<file path="src/rtl/pipe_stage_reg.sv">
// pipe_stage_reg: elastic valid/ready pipeline-stage register with data hold,
// control zeroing on bubble/flush, and a saturating back-pressure counter.
// Build option: define PIPE_SKID_EN for the 2-entry skid buffer with a
// registered up_ready; leave it undefined for the single-entry stage whose
// up_ready is combinational.
module pipe_stage_reg #(
    parameter int unsigned DATA_W = 256,
    parameter int unsigned CTRL_W = 16,
    parameter int unsigned CNT_W  = 16
) (
    input  logic              clk,
    input  logic              rst,
    input  logic              flush,
    input  logic              up_valid,
    output logic              up_ready,
    input  logic [DATA_W-1:0] up_data,
    input  logic [CTRL_W-1:0] up_ctrl,
    output logic              dn_valid,
    input  logic              dn_ready,
    output logic [DATA_W-1:0] dn_data,
    output logic [CTRL_W-1:0] dn_ctrl,
    output logic [1:0]        occupancy,
    input  logic              cnt_clr,
    output logic [CNT_W-1:0]  stall_cnt
);

    // Encoding equals the number of held entries.
    typedef enum logic [1:0] {
        EMPTY = 2'd0,
        ONE   = 2'd1,
        FULL  = 2'd2
    } state_t;

    localparam logic [CNT_W-1:0] CNT_MAX = '1;

    state_t            state;
    logic [DATA_W-1:0] m_data;
    logic [CTRL_W-1:0] m_ctrl;
    logic [CNT_W-1:0]  cnt_q;
    logic              accept;
    logic              retire;

    assign dn_valid  = (state != EMPTY);
    assign dn_data   = m_data;
    // m_ctrl is cleared on every transition into EMPTY, so it is already 0 on a bubble.
    assign dn_ctrl   = m_ctrl;
    assign occupancy = 2'(state);
    assign stall_cnt = cnt_q;
    assign accept    = up_valid & up_ready;
    assign retire    = dn_valid & dn_ready;

`ifdef PIPE_SKID_EN
    logic [DATA_W-1:0] s_data;
    logic [CTRL_W-1:0] s_ctrl;
    logic              up_ready_q;

    assign up_ready = up_ready_q;

    // Two-entry elastic state machine: main register M plus skid register S.
    always_ff @(posedge clk or negedge rst) begin
        if (!rst) begin
            state      <= EMPTY;
            m_data     <= '0;
            m_ctrl     <= '0;
            s_data     <= '0;
            s_ctrl     <= '0;
            up_ready_q <= 1'b1;
        end else if (flush) begin
            state      <= EMPTY;
            m_ctrl     <= '0;
            s_ctrl     <= '0;
            up_ready_q <= 1'b1;
        end else begin
            case (state)
                EMPTY: begin
                    if (accept) begin
                        m_data <= up_data;
                        m_ctrl <= up_ctrl;
                        state  <= ONE;
                    end
                end
                ONE: begin
                    if (accept && retire) begin
                        m_data <= up_data;
                        m_ctrl <= up_ctrl;
                    end else if (accept) begin
                        s_data     <= up_data;
                        s_ctrl     <= up_ctrl;
                        state      <= FULL;
                        up_ready_q <= 1'b0;
                    end else if (retire) begin
                        m_ctrl <= '0;
                        state  <= EMPTY;
                    end
                end
                FULL: begin
                    if (retire) begin
                        m_data     <= s_data;
                        m_ctrl     <= s_ctrl;
                        state      <= ONE;
                        up_ready_q <= 1'b1;
                    end
                end
                default: begin
                    state      <= EMPTY;
                    m_ctrl     <= '0;
                    up_ready_q <= 1'b1;
                end
            endcase
        end
    end
`else
    // Single-entry stage: ready passes straight through when the output drains.
    assign up_ready = !dn_valid | dn_ready;

    // Single-entry elastic state machine; FULL is never entered.
    always_ff @(posedge clk or negedge rst) begin
        if (!rst) begin
            state  <= EMPTY;
            m_data <= '0;
            m_ctrl <= '0;
        end else if (flush) begin
            state  <= EMPTY;
            m_ctrl <= '0;
        end else begin
            case (state)
                EMPTY: begin
                    if (accept) begin
                        m_data <= up_data;
                        m_ctrl <= up_ctrl;
                        state  <= ONE;
                    end
                end
                ONE: begin
                    if (accept) begin
                        m_data <= up_data;
                        m_ctrl <= up_ctrl;
                    end else if (retire) begin
                        m_ctrl <= '0;
                        state  <= EMPTY;
                    end
                end
                default: begin
                    state  <= EMPTY;
                    m_ctrl <= '0;
                end
            endcase
        end
    end
`endif

    // Saturating back-pressure counter; clear beats increment, flush is ignored.
    always_ff @(posedge clk or negedge rst) begin
        if (!rst) begin
            cnt_q <= '0;
        end else if (cnt_clr) begin
            cnt_q <= '0;
        end else if (dn_valid && !dn_ready && (cnt_q != CNT_MAX)) begin
            cnt_q <= cnt_q + CNT_W'(1);
        end
    end

endmodule

</file>
<file path="config.mk">
export PLATFORM = sky130hd
export DESIGN_NAME = pipe_stage_reg
export DESIGN_NICKNAME = d
export VERILOG_FILES = /design/src/rtl/pipe_stage_reg.sv
export SDC_FILE = /design/constraint.sdc
export NUM_CORES = 1
export LEC_CHECK = 0
export BUFFER_PORTS_ARGS = -buffer_cell sky130_fd_sc_hd__buf_2
export CORE_AREA = 2 2 220 222
export CTS_CLUSTER_SIZE = 25
export DETAILED_ROUTE_END_ITERATION = 8
export DIE_AREA = 0 0 222 224
export REMOVE_ABC_BUFFERS = 1
export SYNTH_ARGS = -nofsm -noshare
export SYNTH_HDL_FRONTEND = slang
export SYNTH_SLANG_ARGS = --single-unit
export TNS_END_PERCENT = 50
</file>
<file path="constraint.sdc">
create_clock -name clk -period 2.5 [get_ports clk]
set_input_delay 0.25 -clock clk [delete_from_list [all_inputs] [get_ports clk]]
set_output_delay 0.25 -clock clk [all_outputs]
set_load 0.03 [all_outputs]
</file>
==> impl_results.md, run 1 <==
- Synth Instances: between 600 and 700
- Clock Tree Buf Depth: 3
- Final Skew: 0.0220 ns
- Grt ovf: 0
- # fillers: 4342
- Layout cells sized above 1: 57.7%
- Clock Root Buffer: clkbuf_16
- Clock tree sinks: 289
- CP arrival: 2.42 ns
- Area after DPL: around 0.015 sq mm
- DRT iter0 DRCs: between 200 and 250
- FP Rows: 80
- Cell Area, Synth: 0.0110 sq mm
- Total track usage: between 10% and 20%
- IO Count: 570
- Unique masters post-synth: 36
- CP required: 2.90 ns
- Min-Delay Path Class: in -> reg
- Max-slew violations: 0
- Number of global-route vias before repair: roughly 10000
- Worst Setup End Kind: flip-flop
- Routed wire per std cell: 16.5 um
- Final min period: 2.03 ns
- Final net count: between 1500 and 2000
- Worst hold start: up_data[40]
- Die area: 0.0497 sq mm
- Seq/Total Area, Yosys: 65.8%
- Routed wire length: 36100 um
- MaxCap Viol Count: 0
- Post-CTS Resized: 0
- Ys Warns: 0
- Dpl cells: ~1900
- First-pass GRT wire length: 54600 um
- Total number of H-tree levels: 2
- Residual DRC: 0
- Final period util: 81.0%
- Max transition margin: 52.8%
- DRT Pass-1 Iters: 4
- Number of port buffers: 568
- Reg area: 0.00723 sq mm
- Multi-input logic area: 0.00356 sq mm
- Syn_area_per_cell: 16.0 sq um
- Routed Antenna Nets: 0
- Critical path fanouts, max: 8
- Total CTS buffers: 34
- Leak: 0.00877 uW
- Register-to-Register Path Depth: 4
- Peak VDD IR: approximately 0.61 mV
- CTS tree: done
- Routed vias: 9195
- Clock Pin Slew Worst Setup and Hold Paths: 0.06 ns
- Worst setup SP type: flip-flop
- Worst Hold Path Cells: 2
- DIE HEIGHT: 224 um
- Slew of the pin with the lowest slew margin: 0.708 ns
- RSZ-0062 raised after global routing: false
- Detail Placement HPWL: 24200 um
- Die width: 222 um
- Synthesized flop and latch total: slightly below 300
- Worst flop-to-flop path endpoint: stall_cnt[0]
- Initial core utilization: 23.2%
- Hold Path End: dn_data[40]
- Initial antenna violation count: 2
- Flop2flop setup slack: 0.47 ns
- Largest net degree at the start of global routing: 85
- Design Area, Final: 0.0186 sq mm
- Fin Setup TNS: 0 ns
- Final hold viol count: 0
- Syn-to-layout area delta: 69.2%
- Critical path class: reg -> reg
- WHS: roughly 0.041 ns
- Status: finished, final reports clean
- Skew-Pair Late Insertion Delay: 0.53 ns
- Non-filler cells, final: 2193
- Gpl congestion: 0.774
- Max Freq: about 490 MHz
- Crit Reg-Reg Startpoint: stall_cnt[8]
- Core Region: 0.0473 sq mm
- Pwr dens: 801 mW/mm^2
- Post-DR vias/cell: 4.19
- Setup Viol. Count Final: 0
stage by stage:
step / setup slack, ns / power, uW / util, %
6_report: 0.475 / 14900 / 39.3
2_1_floorplan: -19.81 / 8310 / -
4_1_cts: 0.500 / 15100 / 39.3
3_5_place_dp: 0.506 / 9520 / 31.0
3_3_place_gp: 0.556 / 9450 / 31.0
5_1_grt: 0.332 / 15500 / 39.3
cells in the mapped netlist:
master	number	share of area, %
conb_1	1	0.034
or2_2	1	0.057
mux2i_1	1	0.091
nor2b_1	3	0.17
buf_6	1	0.10
or3_4	1	0.10
ha_1	1	0.11
o31ai_1	8	0.55
buf_4	2	0.14
nand2b_1	3	0.17
dfrtp_1	289	66
or3_1	4	0.23
clkbuf_1	7	0.24
and3b_1	1	0.080
nor2b_4	1	0.13
or4_1	5	0.34
nand2_1	6	0.20
buf_2	27	1.2
a31oi_1	3	0.17
buf_1	1	0.034
nor4_1	2	0.11
inv_2	1	0.034
nor3_1	3	0.14
a41o_1	1	0.091
a311oi_1	1	0.080
o21ai_0	2	0.091
a21oi_1	11	0.50
a22o_1	16	1.3
nand3_1	3	0.14
nor3b_1	1	0.068
a41oi_1	2	0.16
inv_1	2	0.068
nand4_1	5	0.28
and3_1	2	0.11
mux2_2	258	26
nor2_1	13	0.44
placed cells by master (no fill, tap or decap), types with 6 or more instances in the layout:
cell             n
buf_2          567
buf_12           7
dfrtp_1        289
clkbuf_16       37
a21oi_1         11
nor2_1          13
dlygate4sd3_1  274
buf_4           17
clkbuf_8         8
nand2_1          6
mux2_2         258
a22o_1          16
o31ai_1          8
power by group:
part           switching [uW]  internal, uW  total (uW)
Sequential                394          5410        5800
Combinational            2430          1560        3990
Clock                    1970          3130        5100
per-layer routing:
layer	part of all wire, %	routed length [um]	global-route usage [%]	up-vias
li1	-	-	-	4217
met1	37	13500	14.9	4474
met2	52	18700	25.2	417
met3	7.5	2710	4.43	85
met4	3.3	1210	5.58	2
met5	0.033	12	0	-
cells by family (layout without fill, tap and decap cells):
family          count (synthesis)  after routing  synth area share (%)
other cells                     1              2                0.0341
mux                           259            259                  26.5
fa+ha+maj                       1              1                 0.114
flops                         289            289                  65.8
simple gates                   54             54                  2.78
compound gates                 44             44                  2.91
buf+inv                        41            929                  1.84
cell type report:
class	count	area share, %
diodes	1	0.0135
clock buffers	50	5.67
clock inverters	10	0.578
inverters	3	0.0605
multi-input cells	359	19.1
flip-flops and latches	289	38.9
well taps	615	4.14
repair buffers	866	31.5
worst max path at each step:
stage | slack (ns) | from | endpoint
final | 0.47 | stall_cnt[8] | stall_cnt[0]
after global routing | 0.33 | stall_cnt[8] | stall_cnt[0]
after CTS | 0.50 | occupancy[0] | dn_data[144]
after detailed placement | 0.51 | occupancy[0] | dn_data[213]
after global placement | 0.56 | occupancy[0] | dn_data[228]
after floorplan | -19.81 | occupancy[0] | dn_data[0]
critical path, cell delays in order (launching register included):
cell and delay, ns:
dfrtp_1 0.46, nand4_1 0.32, nor3_1 0.58, a31oi_1 0.24, mux2_2 0.31
registers in the layout (all words and copies together) (netlist names):
register / cells
stall_cnt: 16
occupancy: 1
dn_ctrl: 16
dn_data: 256
repair_timing:
item / in CTS / in global routing
endpoints found under the setup margin: 0 / 0
hold buffers: 273 / 1
buffers inserted: 0 / 0
endpoints found under the hold margin: 343 / 1
No activity file was read; power rests on OpenSTA's default activity.
==> inputs of run 2 (changes only) <==
- clock period: 2.5 -> 1.9 ns (I/O delays scaled with it)
==> impl_results.md, run 2 (synthesized netlist as in run 1, its figures left out) <==
- Commonest non-fill, non-tap cell in the layout: buf_2
- DIE HEIGHT: 224 um
- CP arrival: 2.34 ns
- Max Freq: 543 MHz
- Gpl congestion: 0.755
- Setup Viol. Count Final: 0
- Number of antenna diodes: 0
- Syn-to-layout area delta: 69.6%
- Detail Placement HPWL: 25100 um
- Initial core utilization: 23.2%
- FP Rows: 80
- Flop2flop setup slack: around 0.058 ns
- Min-Delay Path Class: in -> async
- Crit Reg-Reg Startpoint: occupancy[0]
- Post-DR vias/cell: 4.25
- Clock Root Buffer: clkbuf_16
- Core Region: 0.0473 sq mm
- Initial antenna violation count: 3
- Total track usage: 14.3%
- PnR Total Power: about 19000 uW
- DRT Pass-1 Iters: 4
- Number of port buffers: 568
- Largest net degree at the start of global routing: 70
- Clock Tree Buf Depth: 3
- First-pass GRT wire length: 57200 um
- Residual DRC: 0
- Worst flop-to-flop path endpoint: stall_cnt[9]
- CTS tree: done
- Critical path fanouts, max: 10
- Non-filler cells, final: around 2200
- Number of global-route vias before repair: 10600
- Clock tree sinks: a little under 300
- Peak VDD IR: 0.872 mV
- Final hold viol count: 0
- Worst setup SP type: flip-flop
- Dpl cells: 1880
- Routed vias: 9377
- Routed wire per std cell: roughly 17 um
- Routed Antenna Nets: 0
- Grt ovf: 0
- Skew-Pair Late Insertion Delay: 0.58 ns
- Status: finished, final reports clean
- MaxCap Viol Count: 0
- Register-to-Register Path Depth: 5
- Final min period: roughly 1.8 ns
- Final period util: 96.9%
- Max-slew violations: 0
- Layout cells sized above 1: around three fifths
- Final net count: approximately 1900
- Slew of the pin with the lowest slew margin: 0.735 ns
- Total number of H-tree levels: 1
- RSZ-0062 raised after global routing: true
- Most frequent cells in the layout: 567 x buf_2, 289 x dfrtp_1, 276 x dlygate4sd3_1
- CP required: 2.40 ns
- Die width: ~220 um
- Die area: 0.0497 sq mm
- Routed wire length: 36700 um
- Clock Pin Slew Worst Setup and Hold Paths: 0.06 ns
- Max transition margin: 51.0%
- IO Count: 570
- Critical path class: reg -> reg
- Total CTS buffers: 31
- Largest register FFs: 256
- Post-CTS Setup Bufs: 0
- Leak: 0.00882 uW
- Worst Setup End Kind: flip-flop
- DRT iter0 DRCs: 298
- Final Skew: around 0.011 ns
- Pwr dens: 1010 mW/mm^2
[run 2: changes by cell type in the layout (fill, tap and decap cells not counted), sizes merged]
cell         change
buf             +22
bufinv           -1
clkbuf           -7
clkinv           +2
clkinvlp         -3
diode            -1
dlygate4sd3      +2
inv              +1
[run 2: critical path, cell delays in order (launching register included)]
cell and delay [ns]:
dfrtp_1 0.34, nor2b_4 0.23, inv_2 0.06, or3_4 0.44
or4_1 0.55, a21oi_2 0.16
[run 2: final cells by class]
| cell class | count | area, sq um |
|---|---|---|
| Inverter | 3 | 11.3 |
| Multi-Input combinational cell | 359 | 3570 |
| Fill cell | 4383 | 28700 |
| Tap cell | 615 | 769 |
| Timing Repair Buffer | 890 | 6090 |
| Clock inverter | 9 | 77.6 |
| Clock buffer | 43 | 891 |
| Sequential cell | 289 | 7230 |
[run 2: worst max-delay path by stage]
stage / cells after the start / to / start
2_1_floorplan: 3 / dn_data[0] / occupancy[0]
6_report: 5 / stall_cnt[9] / occupancy[0]
5_1_grt: 5 / dn_data[247] / occupancy[0]
3_5_place_dp: 5 / dn_data[58] / occupancy[0]
4_1_cts: 5 / dn_data[58] / occupancy[0]
3_3_place_gp: 5 / dn_data[112] / occupancy[0]
[run 2: power by group]
| part | switching [uW] | internal [uW] | leakage [uW] |
|---|---|---|---|
| combinational | 3220 | 2080 | 0.00488 |
| clock | 2480 | 3370 | 0.000484 |
| sequential | 515 | 7110 | 0.00346 |
[run 2: repair_timing]
action	CTS	global route
endpoints found under the setup margin	165	72
gates resized for setup	2	3
hold buffers	276	0
pin swaps	0	0
hold endpoints to repair	331	0
cloned	0	0
[run 2: layer usage]
layer  global-route usage [%]  wire length (um)  vias up
met3                     4.45              2770       86
met4                     5.80              1500        6
met5                        0                35        -
met1                     15.2             13300     4621
met2                     26.3             19100      416
li1                         -                 -     4248
[run 2: per-stage QoR]
step	area [sq um]	util [%]	setup slack (ns)	hold WS (ns)	setup TNS, ns
3_5_place_dp	14900	31.4	-0.0293	0.225	-0.715
3_3_place_gp	14900	31.4	-0.00307	0.225	-0.0191
4_1_cts	18600	39.3	0.0293	0.158	0
5_1_grt	18600	39.4	-0.0204	0.190	-0.333
6_report	18600	39.4	0.0582	0.183	0
2_1_floorplan	10800	-	-20.41	-0.106	-5542.82
==> inputs of run 3 (changes only) <==
- CORE_AREA: 2 2 220 222 -> 2 2 225 227
- CTS_CLUSTER_DIAMETER: unset -> 120
- DIE_AREA: 0 0 222 224 -> 0 0 227 229
==> impl_results.md, run 3 (synthesized netlist as in run 1, its figures left out) <==
- Routed wire per std cell: 15.8 um
- Final hold viol count: 0
- Min-Delay Path Class: in -> reg
- Largest net degree at the start of global routing: 77
- Number of port buffers: 568
- Die width: ~230 um
- Critical path class: reg -> reg
- Worst setup SP type: flip-flop
- Design Area, Final: 0.0182 sq mm
- Final period util: 95.9%
- DRT iter0 DRCs: 302
- Residual DRC: 0
- Clock Root Buffer: clkbuf_16
- Die area: 0.0520 sq mm
- Final Skew: 0.00916 ns
- Final Core Density: 36.7%
- Largest register FFs: ~260
- Grt ovf: 0
- Fin Setup TNS: 0 ns
- Layout cells sized above 1: 57.8%
- Initial antenna violation count: 0
- DP Worst Slack: 0.0653 ns
- CP arrival: 2.23 ns
- Area after DPL: 0.0150 sq mm
- Max transition margin: between 50 and 60%
- IO Count: 570
- Worst Setup End Kind: flip-flop
- Total track usage: 12.8%
- Total number of H-tree levels: 1
- Clock tree sinks: 289
- Final min period: around 1.8 ns
- CP required: 2.30 ns
- Clock Pin Slew Worst Setup and Hold Paths: 0.10 ns
- Detail Placement HPWL: 23900 um
- RSZ-0062 raised after global routing: true
- Pwr dens: 904 mW/mm^2
- Leak: 0.00859 uW
- Met2 Wirelength: 18100 um
- Fin worst setup slack: 0.0784 ns
- Critical path fanouts, max: 37
- Status: finished, final reports clean
- # fillers: 4749
- Max-slew violations: 0
- Clock Tree Buf Depth: 3
- Peak VDD IR: between 0.7 and 0.8 mV
- Setup Viol. Count Final: 0
- First-pass GRT wire length: 53500 um
- Most frequent cells in the layout: 567 x buf_2, 289 x dfrtp_1, 275 x dlygate4sd3_1
- MaxCap Viol Count: 0
- Uppermost layer routed: met4
- Skew-Pair Late Insertion Delay: 0.51 ns
- Post-DR vias/cell: a little over 4
- Routed Antenna Nets: 0
- Routed vias: 9129
- Final net count: 1848
- Max Freq: 549 MHz
- Initial core utilization: 22.1%
- Core Region: 0.0497 sq mm
- DR WL met3: 2630 um
- Commonest non-fill, non-tap cell in the layout: buf_2
- CTS tree: done
- Routed wire length: about 35000 um
- Number of antenna diodes: 0
- FP Rows: 82
- Syn-to-layout area delta: 65.8%
- Met1 wire length: 13300 um
- Total CTS buffers: 15
- Gpl congestion: just over 0.8
- DIE HEIGHT: 229 um
- Number of global-route vias before repair: 10100
- Slew of the pin with the lowest slew margin: 0.672 ns
- DRT Pass-1 Iters: 4
run 3: changes by cell type in the layout (fill, tap and decap cells not counted), moves of 2 or more:
cell       delta
clkbuf_16    -15
clkinv_2      -6
clkbuf_8      -7
buf_16        -2
clkbuf_1      -5
buf_4        +11
run 3: metrics by stage:
stage	cells	total power, uW	hold slack (ns)
global placement	1949	12500	0.131
floorplan	651	10900	-0.106
finish	2241	16500	0.0929
CTS	2241	16600	0.0567
detailed placement	1949	12500	0.130
global route	2241	17300	0.101
run 3: repair_timing:
action | in CTS | in global routing
resized for setup | 0 | 3
hold buffers | 275 | 0
endpoints found under the setup margin | 0 | 29
buffers inserted | 0 | 0
endpoints found under the hold margin | 368 | 0
run 3: power by group:
part | leakage, uW | internal (uW) | switching (uW)
logic | 0.00493 | 2090 | 3200
registers | 0.00346 | 7100 | 526
clock network | 0.000204 | 1580 | 1980
run 3: cell type report:
cell class                      instances  area (sq um)  share of cell area, %
Clock buffer                           15           375                   2.06
Inverter                                3          11.3                 0.0618
Clock inverter                          2          38.8                  0.213
Multi-Input combinational cell        359          3560                   19.6
Sequential cell                       289          7230                   39.7
Timing Repair Buffer                  901          6160                   33.8
Tap cell                              672           841                   4.61
run 3: worst max-delay path, stage by stage (launching register included):
cell	delay [ns]
dfrtp_1	0.39
nor2b_4	0.15
nor3b_2	0.21
clkbuf_16	0.32
buf_12	0.23
mux2_2	0.36
run 3: path summary, 6_finish.rpt:
check | cells after the start | startpoint | end | slack (ns)
setup / recovery | 5 | occupancy[0] | dn_data[198] | 0.08
hold / removal | 2 | cnt_clr | stall_cnt[8] | 0.09
setup reg to reg | 5 | occupancy[0] | dn_data[198] | 0.08
hold reg to reg | 1 | dn_ctrl[2] | dn_ctrl[2] | 0.50
max in group asynchronous | 3 | rst | dn_data[18] | 0.91
min in group asynchronous | 2 | rst | dn_data[31] | 0.19
run 3: layer usage:
metal	vias to the layer above	track usage (%)
met5	-	0
met2	375	23.7
met3	69	3.40
met1	4486	13.7
li1	4199	-
met4	0	4.94
